<file path="src/rtl/gpr_wb_scheduler_pkg.sv">
// Shared definitions for the GPR writeback scheduler.
//   - Default sizing: number of requesters, data width, register address width.
//   - Requester indices (ALU, LSU, CSR) as they appear in the packed wb_* buses.
//   - Small helpers for the round-robin scan order.
package gpr_wb_scheduler_pkg;

  localparam int DEF_NUM_REQ = 3;
  localparam int DEF_XLEN    = 32;
  localparam int DEF_AW      = 5;

  localparam int REQ_ALU = 0;
  localparam int REQ_LSU = 1;
  localparam int REQ_CSR = 2;

  // Position off steps after base, wrapped into 0..n-1 (base < n, off < n).
  function automatic int rr_index(input int base, input int off, input int n);
    int s;
    s = base + off;
    return (s >= n) ? s - n : s;
  endfunction

  // Pointer value after granting g: the requester just past the winner.
  function automatic int rr_next(input int g, input int n);
    return (g + 1 >= n) ? 0 : g + 1;
  endfunction

endpackage

</file>
<file path="src/rtl/gpr_wb_scheduler_rr_arbiter.sv">
// Round-robin arbiter.
//   clk    in   clock, state on posedge
//   rst    in   synchronous reset, active-high (pointer back to 0)
//   req    in   N request lines
//   grant  out  N grant lines, one-hot or zero, combinational from req
// The scan starts at rr_ptr and wraps; the pointer moves just past the
// winner after every grant and holds when nothing is requested.
module rr_arbiter
  import gpr_wb_scheduler_pkg::*;
#(
  parameter int N = DEF_NUM_REQ
) (
  input  logic         clk,
  input  logic         rst,
  input  logic [N-1:0] req,
  output logic [N-1:0] grant
);

  localparam int PW = (N > 1) ? $clog2(N) : 1;

  logic [PW-1:0] rr_ptr;
  logic [PW-1:0] grant_idx;
  logic [PW-1:0] scan_idx;
  logic          found;

  always_comb begin
    // NOTE: every variable gets a default before the loop, otherwise the
    // no-request path would infer latches.
    grant     = '0;
    grant_idx = '0;
    scan_idx  = '0;
    found     = 1'b0;
    for (int off = 0; off < N; off++) begin
      scan_idx = PW'(rr_index(int'(rr_ptr), off, N));
      if (!found && req[scan_idx]) begin
        found           = 1'b1;
        grant_idx       = scan_idx;
        grant[scan_idx] = 1'b1;
      end
    end
  end

  always_ff @(posedge clk) begin
    // NOTE: state is always updated with non-blocking assignments so every
    // flop samples pre-edge values regardless of process order.
    if (rst) begin
      rr_ptr <= '0;
    end else if (found) begin
      rr_ptr <= PW'(rr_next(int'(grant_idx), N));
    end
  end

endmodule

</file>
<file path="src/rtl/gpr_wb_scheduler.sv">
// GPR writeback scheduler.
// Shares the single GPR write port among NUM_REQ writeback requesters
// (0=ALU, 1=LSU, 2=CSR) in round-robin order, registers the granted write
// one cycle ahead of the register file, and keeps a busy scoreboard of
// destination registers for RAW stalls and WAW issue blocking.
//   clk, rst           clock; synchronous active-high reset
//   wb_valid/wb_ready  per-requester handshake (ready is one-hot or zero)
//   wb_rd, wb_data     packed per-requester dest reg / data
//   gpr_wen/waddr/wdata registered write to the GPR file
//   iss_valid/iss_rd/iss_ready  decode issue of an instr writing iss_rd
//   rs1_addr/rs2_addr, rs1_busy/rs2_busy  operand hazard queries
//   flush              drops all pending scoreboard entries
//   err_spurious       sticky: writeback for a non-pending rd != 0
module gpr_wb_scheduler
  import gpr_wb_scheduler_pkg::*;
#(
  parameter int NUM_REQ = DEF_NUM_REQ,
  parameter int XLEN    = DEF_XLEN,
  parameter int AW      = DEF_AW
) (
  input  logic                    clk,
  input  logic                    rst,
  input  logic [NUM_REQ-1:0]      wb_valid,
  output logic [NUM_REQ-1:0]      wb_ready,
  input  logic [NUM_REQ*AW-1:0]   wb_rd,
  input  logic [NUM_REQ*XLEN-1:0] wb_data,
  output logic                    gpr_wen,
  output logic [AW-1:0]           gpr_waddr,
  output logic [XLEN-1:0]         gpr_wdata,
  input  logic                    iss_valid,
  input  logic [AW-1:0]           iss_rd,
  output logic                    iss_ready,
  input  logic [AW-1:0]           rs1_addr,
  input  logic [AW-1:0]           rs2_addr,
  output logic                    rs1_busy,
  output logic                    rs2_busy,
  input  logic                    flush,
  output logic                    err_spurious
);

  localparam int NREG = 2 ** AW;

  logic [NUM_REQ-1:0] xfer_vec;
  logic               xfer;
  logic [AW-1:0]      sel_rd;
  logic [XLEN-1:0]    sel_data;
  logic               sel_rd_nz;
  logic [NREG-1:0]    busy;
  logic [NREG-1:0]    busy_nxt;
  logic               iss_fire;

  rr_arbiter #(.N(NUM_REQ)) u_arb (
    .clk   (clk),
    .rst   (rst),
    .req   (wb_valid),
    .grant (wb_ready)
  );

  assign xfer_vec = wb_valid & wb_ready;
  assign xfer     = |xfer_vec;

  // Grant is one-hot, so the mux just picks the slice of the winner.
  always_comb begin
    sel_rd   = '0;
    sel_data = '0;
    for (int i = 0; i < NUM_REQ; i++) begin
      if (xfer_vec[i]) begin
        sel_rd   = wb_rd[i*AW +: AW];
        sel_data = wb_data[i*XLEN +: XLEN];
      end
    end
  end

  assign sel_rd_nz = (sel_rd != '0);

  // x0 is never tracked, so issuing to it is always accepted.
  assign iss_ready = !busy[iss_rd] || (iss_rd == '0);
  assign iss_fire  = iss_valid && iss_ready && (iss_rd != '0);

  // Clear and set can only collide on different registers (a busy rd
  // blocks issue), so their order here does not matter; flush wins over both.
  always_comb begin
    busy_nxt = busy;
    if (xfer && sel_rd_nz) busy_nxt[sel_rd] = 1'b0;
    if (iss_fire)          busy_nxt[iss_rd] = 1'b1;
    if (flush)             busy_nxt = '0;
    busy_nxt[0] = 1'b0;
  end

  always_ff @(posedge clk) begin
    if (rst) begin
      // NOTE: busy is a flop vector rather than a RAM, so it can and must be
      // cleared by reset to avoid phantom hazards after power-up.
      busy         <= '0;
      gpr_wen      <= 1'b0;
      gpr_waddr    <= '0;
      gpr_wdata    <= '0;
      err_spurious <= 1'b0;
    end else begin
      busy    <= busy_nxt;
      gpr_wen <= xfer && sel_rd_nz;
      if (xfer) begin
        gpr_waddr <= sel_rd;
        gpr_wdata <= sel_data;
      end
      if (xfer && sel_rd_nz && !busy[sel_rd]) err_spurious <= 1'b1;
    end
  end

  // The GPR read is combinational, so a register whose write sits in the
  // output stage must still read as busy for that one cycle.
  assign rs1_busy = busy[rs1_addr] ||
                    (gpr_wen && (gpr_waddr == rs1_addr) && (rs1_addr != '0));
  assign rs2_busy = busy[rs2_addr] ||
                    (gpr_wen && (gpr_waddr == rs2_addr) && (rs2_addr != '0));

endmodule

</file>
<file path="config.mk">
export PLATFORM = sky130hd
export DESIGN_NAME = gpr_wb_scheduler
export DESIGN_NICKNAME = d
export VERILOG_FILES = /design/src/rtl/gpr_wb_scheduler_pkg.sv /design/src/rtl/gpr_wb_scheduler_rr_arbiter.sv /design/src/rtl/gpr_wb_scheduler.sv
export SDC_FILE = /design/constraint.sdc
export NUM_CORES = 1
export LEC_CHECK = 0
export CORE_MARGIN = 1
export CORE_UTILIZATION = 50
export DETAILED_ROUTE_END_ITERATION = 10
export HOLD_SLACK_MARGIN = 0.05
export PLACE_DENSITY_LB_ADDON = 0.25
export SLEW_MARGIN = 40
export SYNTH_ARGS = -nofsm -noshare
export SYNTH_HDL_FRONTEND = slang
export SYNTH_SLANG_ARGS = --single-unit
</file>
<file path="constraint.sdc">
create_clock -name clk -period 9.46 [get_ports clk]
set_input_delay 0.946 -clock clk [delete_from_list [all_inputs] [get_ports clk]]
set_output_delay 0.946 -clock clk [all_outputs]
set_load 0.1 [all_outputs]
</file>
== Yosys cells after proc, flatten, opt, wreduce, memory -nomap -nowiden ==
Cells that the tools add are included.
Storage, ports and cells
  word-level logic and storage cells: 111
  register bits after elaboration: 73
Operators by class
  equality and inequality tests: 2
  $lt $le $gt $ge: 16
  mux-type cells: 45
  bitwise operators: 6
  reduce and logical (&&, ||, !) cells: 29
  add/sub/neg operators: 6
Operator list (number)
  2-to-1 mux 32 bit: 5
  AND 32 bit: 1
  NOT 32 bit: 1
  bitwise OR 32 bit: 1
  < comparator 5 x 6 -> 1 bit, second input constant: 4
  binary-select mux 1 bit (select 5 bit): 4
  nonzero test 5 bit: 4
  logical AND 1 bit: 15
  2-to-1 mux 1 bit: 15
  2-to-1 mux 5 bit: 3
  2-to-1 mux 2 bit: 7
  demux 1 bit (select 5 bit): 2
  equality test 5 bit: 2
  greater-or-equal comparator 5 x 1 -> 1 bit, second input constant: 2
  greater-or-equal comparator 3 x 2 -> 1 bit, second input constant: 3
  < comparator 2 x 3 -> 1 bit, second input constant: 3
  2-to-1 mux 3 bit: 3
  adder 2 x 1 -> 3 bit, second input constant: 2
  binary-select mux 1 bit (select 2 bit): 3
  demux 1 bit (select 2 bit): 3
  greater-or-equal comparator 2 x 1 -> 1 bit, second input constant: 3
  bitwise OR 3 bit: 2
  logical NOT 5 bit: 1
  logical NOT 1 bit: 4
  8 further kinds: 11

== Longest topological paths before layout ==
  depth in word-level cells: 24
  gate-level depth with buffers: 14
  gate-level depth less buffers: 12

== Hierarchy ==
From an unflattened synthesis, not the netlist that was laid out.
Unflattened totals
  cells, all modules: 538
  area, all modules: 4708.3 sq um
By module, submodules not included
  gpr_wb_scheduler: sequential area each 1401.3 sq um, area an instance 4235.3 sq um, instances 1, cells an instance 478
  rr_arbiter: sequential area each 40.0 sq um, area an instance 473.0 sq um, instances 1, cells an instance 60

== Worst setup path after synthesis ==
No wires, ideal clock.
  path kind: input to register
  start: input iss_rd[0]
  end: register busy[24]
  arrival time: 5.914 ns
  setup slack: 3.475 ns
  stages: 9
  library setup time: 0.071 ns
  required time: 9.389 ns
  cells stage by stage: buf_1 -> mux4_2 -> mux2i_1 -> o21ai_0 -> a221oi_1 -> nand3_1 -> or3b_2 -> or3_1 -> a21oi_1
On the way
  cells in the longest elaborated chain, start to end: 7
  elaborated cells on any way between the ends: 15
RTL lines
  start, declared: RTL line gpr_wb_scheduler.sv:31  | input logic [AW-1:0] iss_rd,
  binary-select mux 1 bit (select 5 bit): RTL line gpr_wb_scheduler.sv:77  | assign iss_ready = !busy[iss_rd] || (iss_rd == '0);
  2-to-1 mux 1 bit (implied by the code): RTL line gpr_wb_scheduler.sv:77
  logical NOT 1 bit: RTL line gpr_wb_scheduler.sv:77
  logical OR 1 bit (*): RTL line gpr_wb_scheduler.sv:77
  via iss_ready: RTL line gpr_wb_scheduler.sv:32  | output logic iss_ready,
  logical AND 1 bit (*) (2 in series): RTL line gpr_wb_scheduler.sv:78  | assign iss_fire = iss_valid && iss_ready && (iss_rd != '0);
  2-to-1 mux 32 bit (*): RTL line gpr_wb_scheduler.sv:85  | if (iss_fire) busy_nxt[iss_rd] = 1'b1;
  end signal, assigned: RTL line gpr_wb_scheduler.sv:100  | busy <= busy_nxt;
  end, declared: RTL line gpr_wb_scheduler.sv:48  | logic [NREG-1:0] busy;
The timed path passes the listed nets; every way through them passes the cells marked *. The select of a mux whose other input is x is not followed.
A chain may end at the register's enable or synchronous reset.

== Worst setup path after layout ==
  start: input wb_valid[1]
  end: register err_spurious
On the way
  cells in the longest elaborated chain, start to end: 17
  elaborated cells on any way between the ends: 28
RTL lines
  start, declared: RTL line gpr_wb_scheduler.sv:23  | input logic [NUM_REQ-1:0] wb_valid,
  binary-select mux 1 bit (select 2 bit): RTL line gpr_wb_scheduler_rr_arbiter.sv:35  | if (!found && req[scan_idx]) begin
  2-to-1 mux 1 bit (implied by the code): RTL line gpr_wb_scheduler_rr_arbiter.sv:35
  2-to-1 mux 1 bit: RTL line gpr_wb_scheduler_rr_arbiter.sv:35
  logical NOT 1 bit: RTL line gpr_wb_scheduler_rr_arbiter.sv:35
  logical AND 1 bit: RTL line gpr_wb_scheduler_rr_arbiter.sv:35
  2-to-1 mux 1 bit: RTL line gpr_wb_scheduler_rr_arbiter.sv:35
  logical NOT 1 bit: RTL line gpr_wb_scheduler_rr_arbiter.sv:35
  logical AND 1 bit: RTL line gpr_wb_scheduler_rr_arbiter.sv:35
  2-to-1 mux 3 bit: RTL line gpr_wb_scheduler_rr_arbiter.sv:35
  AND 3 bit (*): RTL line gpr_wb_scheduler.sv:59  | assign xfer_vec = wb_valid & wb_ready;
  2-to-1 mux 5 bit (3 in series): RTL line gpr_wb_scheduler.sv:67  | if (xfer_vec[i]) begin
  binary-select mux 1 bit (select 5 bit): RTL line gpr_wb_scheduler.sv:106  | if (xfer && sel_rd_nz && !busy[sel_rd]) err_spurious <= 1'b1;
  2-to-1 mux 1 bit (implied by the code): RTL line gpr_wb_scheduler.sv:106
  logical NOT 1 bit: RTL line gpr_wb_scheduler.sv:106
  logical AND 1 bit (*): RTL line gpr_wb_scheduler.sv:106
  end signal, assigned: RTL line gpr_wb_scheduler.sv:98  | err_spurious <= 1'b0;
  end signal, assigned: RTL line gpr_wb_scheduler.sv:106
  end, declared: RTL line gpr_wb_scheduler.sv:38  | output logic err_spurious
Every way passes the cells marked *; elsewhere a longest branch is shown, timed or not. The select of a mux whose other input is x is not followed.

==> flow_metrics.py <==
metrics = {
    "run_status": {
        "status": "finished, final reports clean",
    },
    "global_route": {
        "grt_pass1_vias": 5503,
        "grtUsageMet2_pct": 59.2,
        "use_met1_pct": 40.5,
        "grt.busiest_layer": "met2",
        "grt_start_max_net_pins": 71,
        "grt_pass1_wl_um": 28200,
        "grt_use_met3_pct": 9.83,
        "grt_usage_pct": 35.3,
        "antenna_found_initial": 0,
        "grt.overflow.total": 0,
    },
    "sta": {
        "hold_violations": 0,
        "fin_tns_setup_ns": 0,
        "tightest_slew_ns": 0.840,
        "rsz0062_at_grt": "false",
        "fin_crit_ns": 5.04,
        "period_share_pct": 53.3,
        "timing.fmax_ghz": 0.198,
        "setup_viol": 0,
        "slew_headroom_pct": 43.5,
        "drv_slew": 0,
        "skew_ns": 0.0138,
    },
    "die": {
        "io_pins": 178,
        "rows": 36,
        "die_y_um": 103,
        "die_x_um": 103,
        "fp.coreArea_um2": 9820,
        "start_util_pct": 52.0,
        "dieArea_um2": 10600,
    },
    "routing": {
        "routed_wl_um": 18400,
        "wl_per_cell_um": 19.7,
        "antenna_violating_nets_post_route": 0,
        "drt_iter0_drc": 348,
        "dr_total_vias": 5872,
        "drc": 0,
        "drt_pass1_iterations": 6,
        "post_drt_via_cell_ratio": 6.29,
    },
    "cts": {
        "cts_buffers": 9,
        "cts_resized": 0,
        "cts-root-buf": "clkbuf_8",
        "clock_sink_count": 72,
        "postCtsHoldBufs": 0,
        "worstSkewPairLatency_ns": 0.36,
        "postCtsSetupRepairBufs": 0,
        "clk_path_buf_depth": 2,
        "clkSlewWorstSetupHoldPaths_ns": 0.09,
        "cts_tree": "built",
        "cts_max_level": 3,
    },
    "synth": {
        "yosys.area_share.adder_pct": 0.980,
        "yosysSeqAreaShare_pct": 28.2,
        "synthTopCellsByCount": "nand2_1, nor2_1, a21oi_1",
        "synth_edf_count": 0,
        "synth_simple_gate_area_share_pct": 25.4,
        "synth_flop_cell": "dfxtp_1",
        "synth-compound-area-share_pct": 25.4,
        "syn_area_um2": 5110,
        "synthMuxAreaShare_pct": 14.0,
        "synth.most_common_cell": "nand2_1",
        "ys_warn_count": 0,
        "syn-num-nets": 789,
        "synthCells": 652,
        "synthTopCellsByArea": "dfxtp_1, mux4_2, a21oi_1",
        "ys_types": 63,
        "synth_xor_area_share_pct": 1.37,
        "ys_ff_latch": 72,
        "synth_top_area_cell": "dfxtp_1",
        "synthArstFlopShare_pct": 0,
        "syn_area_per_cell_um2": 7.83,
        "yosysTopAreaCellShare_pct": 28.2,
        "synth_top_family_by_area": "compound AO/OA/AOI/OAI gates",
    },
    "power": {
        "p_leak_nw": 2.46,
        "ir_worst_vdd_v": 0.000198,
        "power_density_nw_per_um2": 329,
    },
    "layout": {
        "nets": 932,
        "syn2layout_area_growth_pct": 34.5,
        "multi_input_area_um2": 3480,
        "fin_cells": 933,
        "seqCellArea_um2": 1440,
        "num_antenna_cells": 0,
        "drive_gt1_share_pct": 15.3,
        "fillers": 826,
    },
    "setup_path": {
        "critPathMaxFanout": 70,
        "critPathArrivalTime_ns": 5.32,
        "critPathKind": "input port to register",
        "worst_ep_required_time_ns": 9.73,
        "start_kind": "input port",
        "end_kind": "register",
    },
    "placement": {
        "placed_cells": 917,
        "hpwl_um": 13600,
        "port_buffers": 177,
        "place.gp.congestion": 1.02,
    },
    "worst_hold_path": {
        "hold_class": "register to register",
    },
    "job": {
        "max-cap-violations": 0,
    },
}
stage by stage:
step                      instance area, µm²  utilization (%)  hold WS (ns)  setup WS (ns)  total power, mW
after floorplan                         5110                -         0.465           3.48             1.70
after global placement                  6910             70.4         0.480           4.09             2.08
after detailed placement                6690             68.2         0.487           4.08             2.02
after CTS                               6870             69.9         0.510           4.47             2.25
after global routing                    6870             70.0         0.530           4.19             2.39
final                                   6870             70.0         0.509           4.42             2.26
final timing paths:
| path | end | slack [ns] | depth (start not counted) | from |
|---|---|---|---|---|
| max reg2reg | err_spurious | 4.60 | 13 | u_arb.rr_ptr[0] |
| max | err_spurious | 4.42 | 12 | wb_valid[1] |
| min reg2reg | u_arb.rr_ptr[1] | 0.51 | 2 | u_arb.rr_ptr[1] |
| min | u_arb.rr_ptr[1] | 0.51 | 2 | u_arb.rr_ptr[1] |
cell usage in the layout, fill, tap and decap left out, types with 4 or more instances in the layout:
cell,instances
a221oi_1,33
dfxtp_1,72
inv_1,7
or2_2,5
nand2b_1,9
nor2b_1,7
clkdlybuf4s50_1,131
mux2i_1,5
clkinv_2,4
nand2_1,94
nor2_1,82
o21ai_0,28
buf_4,6
buf_2,46
mux2_2,5
a22oi_1,8
xor2_1,6
clkbuf_8,10
or3_1,5
a21oi_1,75
nor3_1,7
mux4_2,25
a31oi_1,5
nand3_1,52
ha_1,4
power by group:
group | total [mW] | switching [mW] | internal (mW)
logic | 1.60 | 1.21 | 0.391
registers | 0.441 | 0.0591 | 0.382
clock network | 0.223 | 0.123 | 0.100
routing by layer:
layer / share of wire (%) / wire (µm)
met1: 38 / 6920
met2: 48 / 8730
met3: 10 / 1870
met4: 4.5 / 835
met5: 0 / 0
critical path, stage by stage:
cell,delay (ns)
clkdlybuf4s50_1,0.60
nor2b_1,0.25
nor3_2,0.46
o311ai_2,0.23
nor2_4,0.12
buf_4,0.55
a311oi_4,0.10
nor2_2,0.59
mux2_1,0.39
o211a_1,0.20
or4b_1,0.53
o41ai_2,0.33
logic make-up after synthesis:
kind of cell	Yosys count
AO/OA/AOI/OAI	187
XOR/XNOR	8
adder cells (fa/ha/maj)	4
buffers and inverters	58
flip-flops	72
multiplexers	38
AND/OR/NAND/NOR	285
layout make-up:
cell class                      instances  area share (%)
Timing Repair Buffer                  183            23.1
Tap cell                              133            2.42
Multi-Input combinational cell        522            50.6
Sequential cell                        72            21.0
Clock buffer                           10            2.00
Clock inverter                          6           0.510
Inverter                                7           0.382
flip-flops by register name, indices dropped and copies added (netlist names):
register	flops
gpr_wdata	32
err_spurious	1
gpr_wen	1
gpr_waddr	5
u_arb.rr_ptr	2
busy	31
(Power assumes the default switching activity.)
